`src/rtl/tm1637_tx.sv`:
```
// TM1637 two-wire byte engine: START, 8 data bits LSB-first, ACK clock, optional HOLD
// between bytes of a frame, and STOP, driven from a byte-wide valid/ready handshake.
module tm1637_tx #(
    parameter int unsigned HALF_PERIOD = 100
) (
    input  logic       clk_50M,
    input  logic       rst_n,
    input  logic       tx_valid,
    input  logic [7:0] tx_data,
    input  logic       tx_last,
    output logic       tx_ready,
    output logic       tm1637_clk,
    output logic       tm1637_dio,
    output logic       dio_oe,
    input  logic       dio_in,
    output logic       byte_done,
    output logic       ack_err,
    output logic       frame_done,
    output logic       busy
);

    typedef enum logic [3:0] {
        S_IDLE,
        S_START,
        S_BIT_L,
        S_BIT_H,
        S_ACK_L,
        S_ACK_H,
        S_HOLD,
        S_STOP_0,
        S_STOP_1,
        S_STOP_2
    } state_t;

    localparam logic [15:0] PH_LAST = 16'(HALF_PERIOD - 1);

    state_t      state_q, state_d;
    logic [15:0] cnt_q, cnt_d;
    logic [2:0]  bit_q, bit_d;
    logic [7:0]  shift_q, shift_d;
    logic        last_q, last_d;
    logic        clk_q, clk_d;
    logic        dio_q, dio_d;
    logic        oe_q, oe_d;
    logic        byte_done_q, byte_done_d;
    logic        ack_err_q, ack_err_d;
    logic        frame_done_q, frame_done_d;
    logic        dio_meta_q, dio_sync_q;

    logic        accept;
    logic        phase_end;
    logic        clk_tgt, dio_tgt, oe_tgt;

    assign tx_ready   = (state_q == S_IDLE) || (state_q == S_HOLD);
    assign busy       = (state_q != S_IDLE);
    assign accept     = tx_valid && tx_ready;
    assign phase_end  = (cnt_q == PH_LAST);

    assign tm1637_clk = clk_q;
    assign tm1637_dio = dio_q;
    assign dio_oe     = oe_q;
    assign byte_done  = byte_done_q;
    assign ack_err    = ack_err_q;
    assign frame_done = frame_done_q;

    // The pad readback is asynchronous to clk_50M.
    always_ff @(posedge clk_50M) begin
        if (!rst_n) begin
            dio_meta_q <= 1'b1;
            dio_sync_q <= 1'b1;
        end else begin
            dio_meta_q <= dio_in;
            dio_sync_q <= dio_meta_q;
        end
    end

    always_comb begin
        state_d      = state_q;
        cnt_d        = cnt_q;
        bit_d        = bit_q;
        shift_d      = shift_q;
        last_d       = last_q;
        ack_err_d    = ack_err_q;
        byte_done_d  = 1'b0;
        frame_done_d = 1'b0;

        if ((state_q != S_IDLE) && (state_q != S_HOLD)) begin
            cnt_d = phase_end ? 16'd0 : cnt_q + 16'd1;
        end

        case (state_q)
            S_IDLE: begin
                if (accept) begin
                    state_d = S_START;
                    shift_d = tx_data;
                    last_d  = tx_last;
                    cnt_d   = 16'd0;
                end
            end
            S_START: begin
                if (phase_end) begin
                    state_d = S_BIT_L;
                    bit_d   = 3'd0;
                end
            end
            S_BIT_L: begin
                if (phase_end) begin
                    state_d = S_BIT_H;
                end
            end
            S_BIT_H: begin
                if (phase_end) begin
                    if (bit_q == 3'd7) begin
                        state_d = S_ACK_L;
                    end else begin
                        state_d = S_BIT_L;
                        bit_d   = bit_q + 3'd1;
                    end
                end
            end
            S_ACK_L: begin
                if (phase_end) begin
                    state_d = S_ACK_H;
                end
            end
            S_ACK_H: begin
                if (phase_end) begin
                    ack_err_d   = dio_sync_q;
                    byte_done_d = 1'b1;
                    state_d     = last_q ? S_STOP_0 : S_HOLD;
                end
            end
            S_HOLD: begin
                // Next byte of the same frame: no repeated START.
                if (accept) begin
                    state_d = S_BIT_L;
                    bit_d   = 3'd0;
                    shift_d = tx_data;
                    last_d  = tx_last;
                    cnt_d   = 16'd0;
                end
            end
            S_STOP_0: begin
                if (phase_end) begin
                    state_d = S_STOP_1;
                end
            end
            S_STOP_1: begin
                if (phase_end) begin
                    state_d = S_STOP_2;
                end
            end
            S_STOP_2: begin
                if (phase_end) begin
                    state_d      = S_IDLE;
                    frame_done_d = 1'b1;
                end
            end
            default: begin
                state_d = S_IDLE;
                cnt_d   = 16'd0;
            end
        endcase
    end

    always_comb begin
        clk_tgt = 1'b1;
        dio_tgt = 1'b1;
        oe_tgt  = 1'b1;
        case (state_d)
            S_IDLE:   begin clk_tgt = 1'b1; dio_tgt = 1'b1;            oe_tgt = 1'b1; end
            S_START:  begin clk_tgt = 1'b1; dio_tgt = 1'b0;            oe_tgt = 1'b1; end
            S_BIT_L:  begin clk_tgt = 1'b0; dio_tgt = shift_d[bit_d];  oe_tgt = 1'b1; end
            S_BIT_H:  begin clk_tgt = 1'b1; dio_tgt = shift_d[bit_d];  oe_tgt = 1'b1; end
            S_ACK_L:  begin clk_tgt = 1'b0; dio_tgt = 1'b1;            oe_tgt = 1'b0; end
            S_ACK_H:  begin clk_tgt = 1'b1; dio_tgt = 1'b1;            oe_tgt = 1'b0; end
            S_HOLD:   begin clk_tgt = 1'b0; dio_tgt = 1'b0;            oe_tgt = 1'b1; end
            S_STOP_0: begin clk_tgt = 1'b0; dio_tgt = 1'b0;            oe_tgt = 1'b1; end
            S_STOP_1: begin clk_tgt = 1'b1; dio_tgt = 1'b0;            oe_tgt = 1'b1; end
            S_STOP_2: begin clk_tgt = 1'b1; dio_tgt = 1'b1;            oe_tgt = 1'b1; end
            default:  begin clk_tgt = 1'b1; dio_tgt = 1'b1;            oe_tgt = 1'b1; end
        endcase

        // A CLK edge freezes DIO/OE for one cycle so the data lines never move with CLK.
        clk_d = clk_tgt;
        if (clk_tgt != clk_q) begin
            dio_d = dio_q;
            oe_d  = oe_q;
        end else begin
            dio_d = dio_tgt;
            oe_d  = oe_tgt;
        end
    end

    always_ff @(posedge clk_50M) begin
        if (!rst_n) begin
            state_q      <= S_IDLE;
            cnt_q        <= 16'd0;
            bit_q        <= 3'd0;
            last_q       <= 1'b0;
            clk_q        <= 1'b1;
            dio_q        <= 1'b1;
            oe_q         <= 1'b1;
            byte_done_q  <= 1'b0;
            ack_err_q    <= 1'b0;
            frame_done_q <= 1'b0;
        end else begin
            state_q      <= state_d;
            cnt_q        <= cnt_d;
            bit_q        <= bit_d;
            last_q       <= last_d;
            clk_q        <= clk_d;
            dio_q        <= dio_d;
            oe_q         <= oe_d;
            byte_done_q  <= byte_done_d;
            ack_err_q    <= ack_err_d;
            frame_done_q <= frame_done_d;
        end
    end

    always_ff @(posedge clk_50M) begin
        shift_q <= shift_d;
    end

endmodule

```
`config.mk`:
```
export PLATFORM = sky130hd
export DESIGN_NAME = tm1637_tx
export DESIGN_NICKNAME = d
export VERILOG_FILES = /design/src/rtl/tm1637_tx.sv
export SDC_FILE = /design/constraint.sdc
export NUM_CORES = 1
export LEC_CHECK = 0
export CAP_MARGIN = 15
export CORE_ASPECT_RATIO = 0.75
export CORE_MARGIN = 3
export CORE_UTILIZATION = 24
export DETAILED_ROUTE_END_ITERATION = 10
export HOLD_SLACK_MARGIN = 0.02
export PLACE_DENSITY = 0.41
export RECOVER_POWER = 50
export SYNTH_ARGS = -nofsm -noshare
export SYNTH_HDL_FRONTEND = slang
export SYNTH_SLANG_ARGS = --single-unit
```
`constraint.sdc`:
```
create_clock -name clk_50M -period 8.2 [get_ports clk_50M]
set_input_delay 2.46 -clock clk_50M [delete_from_list [all_inputs] [get_ports clk_50M]]
set_output_delay 2.46 -clock clk_50M [all_outputs]
set_load 0.01 [all_outputs]
```
==> metrics.md, run 1 <==
| Metric | Value |
|---|---|
| Status | `completed` |
| CP max stage cell | `dfxtp_1` |
| Async S/R FF share, synth | `0` |
| Cts hold-fix bufs | `0` |
| DRC Markers | `0` |
| First-pass GRT wire length | `7880 um` |
| Top delay family on crit path | `buffers and inverters` |
| CTS tree | `yes` |
| Post-Syn Area | `0.00204 sq mm` |
| Post-CTS setup buffer count | `0` |
| Distinct cells, synth | `52` |
| IO Pins | `21` |
| Max VDD drop | `0.0795 mV` |
| Worst Max-Slew Pin Slew | `0.749 ns` |
| DRT iter0 DRCs | `77` |
| Crit path launch type | `register` |
| Die area | `0.00966 sq mm` |
| Fmax | `219 MHz` |
| Most frequent cell after synthesis | `dfxtp_1` |
| Syn Nets | `247` |
| Cts repair resizes | `0` |
| WP data arrival | `2.11 ns` |
| Max_cap viols | `0` |
| Rel. slew slack | `0.497` |
| Number of global-route vias before repair | `1592` |
| Initial Utilization | `0.253` |
| RSZ-0062 raised after global routing | `no` |
| Port Buffer Count | `20` |
| Post-synthesis sequential area ratio | `0.392` |
| Crit path setup slack, layout | `3.63 ns` |
| Initial antenna violation count | `0` |
| Largest net degree at the start of global routing | `17` |
| Dpl ws | `3.55 ns` |
| Sinks on Clock Net | `40` |
| GRT Total Usage | `0.101` |
| Cell count after synthesis | `232` |
| Worst Hold Class | `register to register` |
| Vias per std cell | `4.56` |
| Worst-skew pair later-pin latency | `0.28 ns` |
| Non-Filler Instances | `357` |
| Inst Count DP | `350` |
| Final ANT Viol Nets | `0` |
| Final core occ | `0.309` |
| WS Path Type | `register to primary output` |
| WP buf/inv | `2` |
| Synth top cells by count | `dfxtp_1, nand2_1, nor2_1` |
| Period minus WS final | `4.57 ns` |
| Core Rows | `28` |
| Max Buffers Root-to-Sink | `2` |
| Power Total | `0.445 mW` |
| CP required | `5.74 ns` |
| FF-to-FF Start | `cnt_q[9]` |
| Final instance area | `0.00249 sq mm` |
| Area leader, netlist | `dfxtp_1` |
| Die Ht | `85.9 um` |
| Cts bufs inserted | `5` |
| Nets | `267` |
| Top post-synthesis cells by area | `dfxtp_1, nand2_1, mux2_2` |
| Setup crit start | `state_q[1]` |
| Setup_tns | `0 ns` |
| Fin crit share | `0.557` |
| Clock Skews | `0.00424 ns` |
| Fillers | `866` |
| Root Buffer | `clkbuf_16` |
| RD Place Congestion | `0.746` |
| Setup crit end kind | `primary output` |
| Post-Route WL | `4630 um` |
| Pins over their slew limit | `0` |
| Crit Path Max Fanout | `16` |
| Main synth FF type | `dfxtp_1` |
| Syn_area_per_cell | `8.80 sq um` |
| Die width | `112 um` |
| Synth top area share | `0.392` |
| Post-DP HPWL | `3360 um` |
| # setup viols final | `0` |
| Worst path cell trace | `nand2_1, a211o_1, inv_2, clkdlybuf4s50_1` |
| Via Count | `1628` |
| Hold WS | `0.405 ns` |
| Crit path largest cell delay | `0.62 ns` |
| Post-Place Cell Area | `0.00235 sq mm` |
| Post-synth EDFFs | `0` |
| Leak Pwr | `0.901 nW` |
| Core Region | `0.00806 sq mm` |
| H-tree depth | `2` |
| Wire per inst | `13.0 um` |
| Yosys warnings | `0` |
| Global route overflow | `0` |
| Final Hold Viols | `0` |
| Drt pass-1 iters | `4` |
| Yosys reg bits | `40` |
| CTS clk-pin slew, worst paths | `0.06 ns` |
| Share of cells above drive strength 1 | `0.0992` |
| Diodes inserted | `0` |
| Area Growth Syn to Fin | `22.1%` |
| Worst Hold Launch | `dio_meta_q` |
| PwrDens | `178 mW/mm^2` |
-- final timing paths --
kind	end	slack (ns)	cells after the start
worst max-delay path	tx_ready	3.63	4
worst min-delay path	dio_sync_q	0.41	1
worst max register to register	tm1637_dio	5.17	8
worst min register to register	dio_sync_q	0.41	1
-- cells in the final DEF (no fill, tap or decap), types with 5 or more instances in the layout --
master and n:
nor2_1 26, nand2b_1 6, clkdlybuf4s50_1 14, clkbuf_16 5
mux2_2 9, dlygate4sd3_1 6, dfxtp_1 40, a21oi_1 6
nand2_1 30, mux2_1 6, xnor2_1 6, xor2_1 9
o21ai_0 10, and2_1 6, nand3_1 6
-- state kept, by name, indices dropped and copies added (netlist names) --
signal / flops
ack_err: 1
bit_q: 3
byte_done: 1
cnt_q: 16
dio_meta_q: 1
dio_oe: 1
dio_sync_q: 1
frame_done: 1
last_q: 1
shift_q: 8
state_q: 4
tm1637_clk: 1
tm1637_dio: 1
-- worst register-to-register path: stages, from the launching register on --
cell,delay (ns)
dfxtp_1,0.34
or4_4,0.57
or4_4,0.45
nor2_1,0.43
o211ai_1,0.27
maj3_1,0.41
xnor2_1,0.14
a32o_1,0.26
a21oi_1,0.11
-- power by group --
group	internal (mW)	leakage, nW	switching (mW)
sequential	0.203	0.327	0.00365
combinational	0.0205	0.498	0.0173
clock	0.128	0.0760	0.0728
-- metal layers --
layer	track usage	routed length, um
met5	0	0
met3	0.0240	79
met2	0.145	1830
met1	0.147	2650
met4	0.0328	68
-- kinds of logic (layout without fill, tap and decap cells) --
| kind of cell | after synthesis | in the layout | synth area share |
|---|---|---|---|
| fa+ha+maj | 3 | 3 | 0.0172 |
| xor+xnor | 15 | 15 | 0.0644 |
| compound gates | 34 | 34 | 0.112 |
| mux | 19 | 19 | 0.102 |
| buf+inv | 11 | 31 | 0.0202 |
| flops | 40 | 40 | 0.392 |
| simple gates | 110 | 110 | 0.291 |
-- area by class of cell --
cell class | count | area [sq um] | area share
inverter | 4 | 15.0 | 0.00602
sequential | 40 | 801 | 0.321
multi-input combinational | 181 | 1190 | 0.478
timing repair buffer | 20 | 200 | 0.0803
clock buffer | 7 | 153 | 0.0612
tap | 105 | 131 | 0.0527
Note: power is estimated with default switching activity, not from simulation.
==> run 2, diff against run 1 <==
--- a/config.mk
+++ b/config.mk
@@ -11,7 +11,7 @@
 export CORE_UTILIZATION = 24
 export DETAILED_ROUTE_END_ITERATION = 10
 export HOLD_SLACK_MARGIN = 0.02
-export PLACE_DENSITY = 0.41
+export PLACE_DENSITY = 0.43
 export RECOVER_POWER = 50
 export SYNTH_ARGS = -nofsm -noshare
 export SYNTH_HDL_FRONTEND = slang
==> constraint.sdc (replaced) <==
create_clock -name clk_50M -period 4.05 [get_ports clk_50M]
set_input_delay 1.215 -clock clk_50M [delete_from_list [all_inputs] [get_ports clk_50M]]
set_output_delay 1.215 -clock clk_50M [all_outputs]
set_load 0.01 [all_outputs]
==> run 2 against run 1 <==
- clock-buffer cell count down 1
- total power up 110%
- register-to-register slack worse by 4.1 ns
- first-iteration DRC count up 35%
- cell area up 1.2%
- worst hold slack better by 0.0052 ns
- critical path type unchanged
- critical endpoint unchanged
- highest routed layer unchanged
==> metrics.md, run 2 (synthesis results as in run 1) <==
| Metric | Value |
|---|---|
| WS Path Type | `register to primary output (unchanged)` |
| Via Count | `1619 (was 1628)` |
| Worst Hold Class | `register to register (unchanged)` |
| Status | `completed (unchanged)` |
| Reg with most FFs | `cnt_q (unchanged)` |
| WP buf/inv | `2 (unchanged)` |
| Fillers | `854 (was 866)` |
| Pins over their slew limit | `0 (unchanged)` |
| Largest net degree at the start of global routing | `17 (unchanged)` |
| Setup_tns | `0 ns (unchanged)` |
| Initial Utilization | `0.253 (unchanged)` |
| Worst Max-Slew Pin Slew | `0.665 ns (was 0.749 ns)` |
| Number of global-route vias before repair | `1588 (was 1592)` |
| Post-Place Cell Area | `0.00236 sq mm (was 0.00235 sq mm)` |
| Commonest non-fill, non-tap cell in the layout | `dfxtp_1 (unchanged)` |
| Core Rows | `28 (unchanged)` |
| Post-DP HPWL | `3240 um (was 3360 um)` |
| Setup crit end kind | `primary output (unchanged)` |
| Crit Path Max Fanout | `16 (unchanged)` |
| Port Buffer Count | `20 (unchanged)` |
| FF-to-FF Start | `state_q[0] (was cnt_q[9])` |
| H-tree depth | `2 (unchanged)` |
| Leak Pwr | `0.914 nW (was 0.901 nW)` |
| DRC Markers | `0 (unchanged)` |
| Worst Hold Launch | `dio_meta_q (unchanged)` |
| Diodes inserted | `0 (unchanged)` |
| Die area | `0.00966 sq mm (unchanged)` |
| Global route overflow | `0 (unchanged)` |
| RD Place Congestion | `0.718 (was 0.746)` |
| Die width | `112 um (unchanged)` |
| Crit path setup slack, layout | `0.722 ns (was 3.63 ns)` |
| RSZ-0062 raised after global routing | `no (unchanged)` |
| Setup crit start | `state_q[1] (unchanged)` |
| # setup viols final | `0 (unchanged)` |
| Worst-skew pair later-pin latency | `0.28 ns (about the same)` |
| Post-Route WL | `4520 um (was 4630 um)` |
| Crit path launch type | `register (unchanged)` |
| Post-CTS setup buffer count | `0 (unchanged)` |
| GRT Total Usage | `0.101 (about the same)` |
| Rel. slew slack | `0.557 (was 0.497)` |
| Fmax | `300 MHz` |
| Fin crit share | `0.822` |
| Dpl ws | `0.642 ns (was 3.55 ns)` |
| Worst path cell trace | `or2_1, a211o_1, inv_2, clkdlybuf4s50_1 (was nand2_1, a211o_1, inv_2, clkdlybuf4s50_1)` |
| Cts repair resizes | `0 (unchanged)` |
| Cts bufs inserted | `5 (unchanged)` |
| Root Buffer | `clkbuf_16 (unchanged)` |
| Vias per std cell | `4.50 (was 4.56)` |
| Max FFs per register | `16 (unchanged)` |
| Nets | `269 (was 267)` |
| Max Buffers Root-to-Sink | `2 (unchanged)` |
| Period minus WS final | `3.33 ns` |
| Area Growth Syn to Fin | `23.5% (was 22.1%)` |
| DRT iter0 DRCs | `104 (was 77)` |
| Largest regs | `cnt_q (16), shift_q (8), state_q (4) (unchanged)` |
| Power Total | `0.938 mW (was 0.445 mW)` |
| Die Ht | `85.9 um (unchanged)` |
| Initial antenna violation count | `0 (unchanged)` |
| CP required | `2.83 ns (was 5.74 ns)` |
| Commonest non-fill, non-tap cells in the layout | `dfxtp_1, nand2_1, nor2_1, clkdlybuf4s50_1, mux2_1 (was dfxtp_1, nand2_1, nor2_1, clkdlybuf4s50_1, o21ai_0)` |
| Max VDD drop | `0.146 mV (was 0.0795 mV)` |
| Final ANT Viol Nets | `0 (unchanged)` |
| Drt pass-1 iters | `4 (unchanged)` |
| IO Pins | `21 (unchanged)` |
| Sinks on Clock Net | `40 (unchanged)` |
| Crit path largest cell delay | `0.56 ns (was 0.62 ns)` |
| WP data arrival | `2.11 ns (about the same)` |
| Final instance area | `0.00252 sq mm (was 0.00249 sq mm)` |
| Top delay family on crit path | `buffers and inverters (unchanged)` |
| Core Region | `0.00806 sq mm (unchanged)` |
| CP max stage cell | `clkdlybuf4s50_1 (was dfxtp_1)` |
| CTS tree | `yes (unchanged)` |
| PwrDens | `372 mW/mm^2 (was 178 mW/mm^2)` |
| Share of cells above drive strength 1 | `0.0863 (was 0.0992)` |
| Cts hold-fix bufs | `0 (unchanged)` |
| CTS clk-pin slew, worst paths | `0.06 ns (about the same)` |
| Clock Skews | `0.00654 ns (was 0.00424 ns)` |
| Final Hold Viols | `0 (unchanged)` |
| First-pass GRT wire length | `7860 um (was 7880 um)` |
| Max_cap viols | `0 (unchanged)` |
| Wire per inst | `12.6 um (was 13.0 um)` |
## run 2: routing by layer
layer | vias to the layer above | track usage | wire, um
li1 | 864 | - | -
met1 | 721 | 0.144 | 2510
met2 | 26 | 0.139 | 1760
met3 | 8 | 0.0303 | 174
met4 | 0 | 0.0459 | 85
met5 | - | 0 | 0
## run 2: path summary, 6_finish.rpt
kind	cells past startpoint	slack (ns)	to
max	4	0.72	tx_ready
min	1	0.41	dio_sync_q
max reg2reg	8	1.04	tm1637_dio
min reg2reg	1	0.41	dio_sync_q
## run 2: power breakdown
group          total, mW  switching [mW]  internal (mW)
Sequential         0.419         0.00765          0.411
Clock              0.444           0.155          0.290
Combinational     0.0752          0.0350         0.0402
Total              0.938           0.197          0.741
## run 2: area by class of cell
class	instances	area [sq um]	share of cell area
clock buffers	6	129	0.0511
inverters	4	15.0	0.00596
clock inverters	2	35.0	0.0139
multi-input cells	181	1200	0.475
repair buffers	22	211	0.0839
well taps	105	131	0.0521
flip-flops and latches	40	801	0.318
## run 2: per-stage QoR
step	std cells	hold slack, ns	util
after floorplan	232	0.386	-
after detailed placement	352	0.399	0.293
final	360	0.411	0.313
after CTS	360	0.413	0.313
after global placement	352	0.397	0.293
after global routing	360	0.447	0.313
==> run 3, diff against run 2 <==
==> constraint.sdc (replaced) <==
create_clock -name clk_50M -period 2.7 [get_ports clk_50M]
set_input_delay 0.81 -clock clk_50M [delete_from_list [all_inputs] [get_ports clk_50M]]
set_output_delay 0.81 -clock clk_50M [all_outputs]
set_load 0.01 [all_outputs]
==> run 3 against run 2 <==
- wire length is 10% higher
- first-iteration DRC count is 11% lower
- cell count is 7.8% higher
- worst hold slack hardly changed
- via count is 7.5% higher
- sequential share of layout area is 2.9 points lower
- register-to-register slack worse by 1.0 ns
- non-clock buffer count is 29 higher
- critical path type is now register to register
==> metrics.md, run 3 (synthesis results as in run 1) <==
| Metric | Value |
|---|---|
| CP required | `2.87 ns (was 2.83 ns)` |
| Final core occ | `0.345 (was 0.313)` |
| Post-Route WL | `4990 um (was 4520 um)` |
| Sequential Power Share | `0.471 (was 0.446)` |
| CP max stage cell | `or4_4 (was clkdlybuf4s50_1)` |
| Share of cells above drive strength 1 | `0.208 (was 0.0863)` |
| Comb power frac | `0.107 (was 0.080)` |
| Pins over their slew limit | `0 (unchanged)` |
| Max_cap viols | `0 (unchanged)` |
| Non-Filler Instances | `388 (was 360)` |
| Clock Skews | `0.00511 ns (was 0.00654 ns)` |
| Cts hold-fix bufs | `0 (unchanged)` |
| Root Buffer | `clkbuf_16 (unchanged)` |
| # setup viols final | `0 (unchanged)` |
| Status | `completed (unchanged)` |
| Period minus WS final | `2.70 ns` |
| PwrDens | `476 mW/mm^2 (was 372 mW/mm^2)` |
| Dpl ws | `-0.207 ns (was 0.642 ns)` |
| Vias per std cell | `4.49 (was 4.50)` |
| Die Ht | `85.9 um (unchanged)` |
| Sinks on Clock Net | `40 (unchanged)` |
| DRT iter0 DRCs | `93 (was 104)` |
| Worst Hold Class | `register to register (unchanged)` |
| Setup crit end kind | `register (was primary output)` |
| WS Path Type | `register to register (was register to primary output)` |
| WP data arrival | `2.86 ns (was 2.11 ns)` |
| Initial antenna violation count | `0 (unchanged)` |
| Drt pass-1 iters | `4 (unchanged)` |
| Worst path cell trace | `or4_4, or4_4, or4_4, nand3_4, mux2_1, mux2i_1, mux2_4, a21oi_1 (was or2_1, a211o_1, inv_2, clkdlybuf4s50_1)` |
| Die area | `0.00966 sq mm (unchanged)` |
| Area Growth Syn to Fin | `36.2% (was 23.5%)` |
| Crit path largest cell delay | `0.56 ns (about the same)` |
| Rel. slew slack | `0.648 (was 0.557)` |
| First-pass GRT wire length | `8750 um (was 7860 um)` |
| Core Rows | `28 (unchanged)` |
| Die width | `112 um (unchanged)` |
| H-tree depth | `2 (unchanged)` |
| Top delay family on crit path | `simple AND/OR/NAND/NOR gates (was buffers and inverters)` |
| Number of global-route vias before repair | `1727 (was 1588)` |
| Commonest non-fill, non-tap cells in the layout | `dfxtp_1, nand2_1, buf_4, nor2_1, clkdlybuf4s50_1 (was dfxtp_1, nand2_1, nor2_1, clkdlybuf4s50_1, mux2_1)` |
| Max FFs per register | `16 (unchanged)` |
| IO Pins | `21 (unchanged)` |
| Final ANT Viol Nets | `0 (unchanged)` |
| Reg with most FFs | `cnt_q (unchanged)` |
| Worst Max-Slew Pin Slew | `0.527 ns (was 0.665 ns)` |
| Inst Count DP | `379 (was 352)` |
| Crit path launch type | `register (unchanged)` |
| Commonest non-fill, non-tap cell in the layout | `dfxtp_1 (unchanged)` |
| Post-DP HPWL | `3740 um (was 3240 um)` |
| Sw Ratio | `0.222 (was 0.210)` |
| Final Hold Viols | `0 (unchanged)` |
| Port Buffer Count | `20 (unchanged)` |
| Max Buffers Root-to-Sink | `2 (unchanged)` |
| Crit path setup slack, layout | `0.00329 ns (was 0.722 ns)` |
| CTS clk-pin slew, worst paths | `0.06 ns (about the same)` |
| Core Region | `0.00806 sq mm (unchanged)` |
| Max VDD drop | `0.224 mV (was 0.146 mV)` |
| Global route overflow | `0 (unchanged)` |
| WP buf/inv | `0 (was 2)` |
| Cts bufs inserted | `5 (unchanged)` |
| Sw Pwr | `0.294 mW (was 0.197 mW)` |
| Nets | `298 (was 269)` |
| Wire per inst | `12.9 um (was 12.6 um)` |
| DRC Markers | `0 (unchanged)` |
| Initial Utilization | `0.253 (unchanged)` |
| Leak Pwr | `1.07 nW (was 0.914 nW)` |
| Fillers | `867 (was 854)` |
| Largest regs | `cnt_q (16), shift_q (8), state_q (4) (unchanged)` |
| GRT Total Usage | `0.112 (was 0.101)` |
| Crit Path Max Fanout | `5 (was 16)` |
| Pint | `1.03 mW (was 0.741 mW)` |
| RD Place Congestion | `0.771 (was 0.718)` |
| Fmax | `371 MHz` |
| Diodes inserted | `0 (unchanged)` |
| Cell repeated most along the worst path | `or4_4` |
| CTS tree | `yes (unchanged)` |
| Via Count | `1741 (was 1619)` |
| Largest net degree at the start of global routing | `15 (was 17)` |
| RSZ-0062 raised after global routing | `yes (was no)` |
| Worst-skew pair later-pin latency | `0.28 ns (about the same)` |
| Clk pwr share | `0.422 (was 0.474)` |
| Fin crit share | `0.999` |
## run 3: cell count changes in the layout (fill, tap and decap cells not counted), sizes merged
| cell | change |
|---|---|
| dlymetal6s2s | +1 |
| clkdlybuf4s50 | -1 |
| bufinv | -1 |
| buf | +29 |
## run 3: repair_timing
| item | in CTS | in global routing |
|---|---|---|
| setup buffers | 1 | 1 |
| pin swaps | 2 | 2 |
| resized for setup | 5 | 7 |
| setup endpoints to repair | 2 | 2 |
## run 3: final timing paths
| check | from | endpoint | slack, ns | cells past startpoint |
|---|---|---|---|---|
| worst min-delay path | dio_meta_q | dio_sync_q | 0.41 | 1 |
| worst min register to register | dio_meta_q | dio_sync_q | 0.41 | 1 |
| worst max register to register | cnt_q[12] | tm1637_dio | 0.003 | 8 |
| worst max-delay path | cnt_q[12] | tm1637_dio | 0.003 | 8 |
## run 3: cell type report
cell class	instances	area [sq um]	area share
inverters	4	15.0	0.00540
clock inverters	1	5.00	0.00180
clock buffers	6	129	0.0464
multi-input cells	181	1250	0.451
well taps	105	131	0.0473
flip-flops and latches	40	802	0.288
repair buffers	51	444	0.160
## run 3: metal layers
layer | vias to the layer above | global-route usage | routed length, um
met5 | - | 0 | 0
met3 | 6 | 0.0282 | 155
met1 | 782 | 0.176 | 2960
met2 | 29 | 0.146 | 1820
met4 | 0 | 0.0360 | 57
li1 | 924 | - | -
## run 3: power groups by stage
stage,sequential [mW],clock (mW),combinational (mW)
finish,0.624,0.559,0.141
global route,0.626,0.605,0.158
CTS,0.624,0.578,0.142
detailed placement,0.637,0,0.140
global placement,0.637,0,0.140
floorplan,0.636,0,0.0766
## run 3: metrics by stage
step / instance area (sq um) / hold WS (ns) / TNS (ns) / power (mW)
after CTS: 2740 / 0.415 / -0.0117 / 1.34
final: 2780 / 0.410 / 0 / 1.32
after floorplan: 2050 / 0.386 / 0 / 0.713
after detailed placement: 2580 / 0.401 / -0.207 / 0.777
after global placement: 2580 / 0.393 / -0.163 / 0.777
after global routing: 2780 / 0.445 / -0.0849 / 1.39
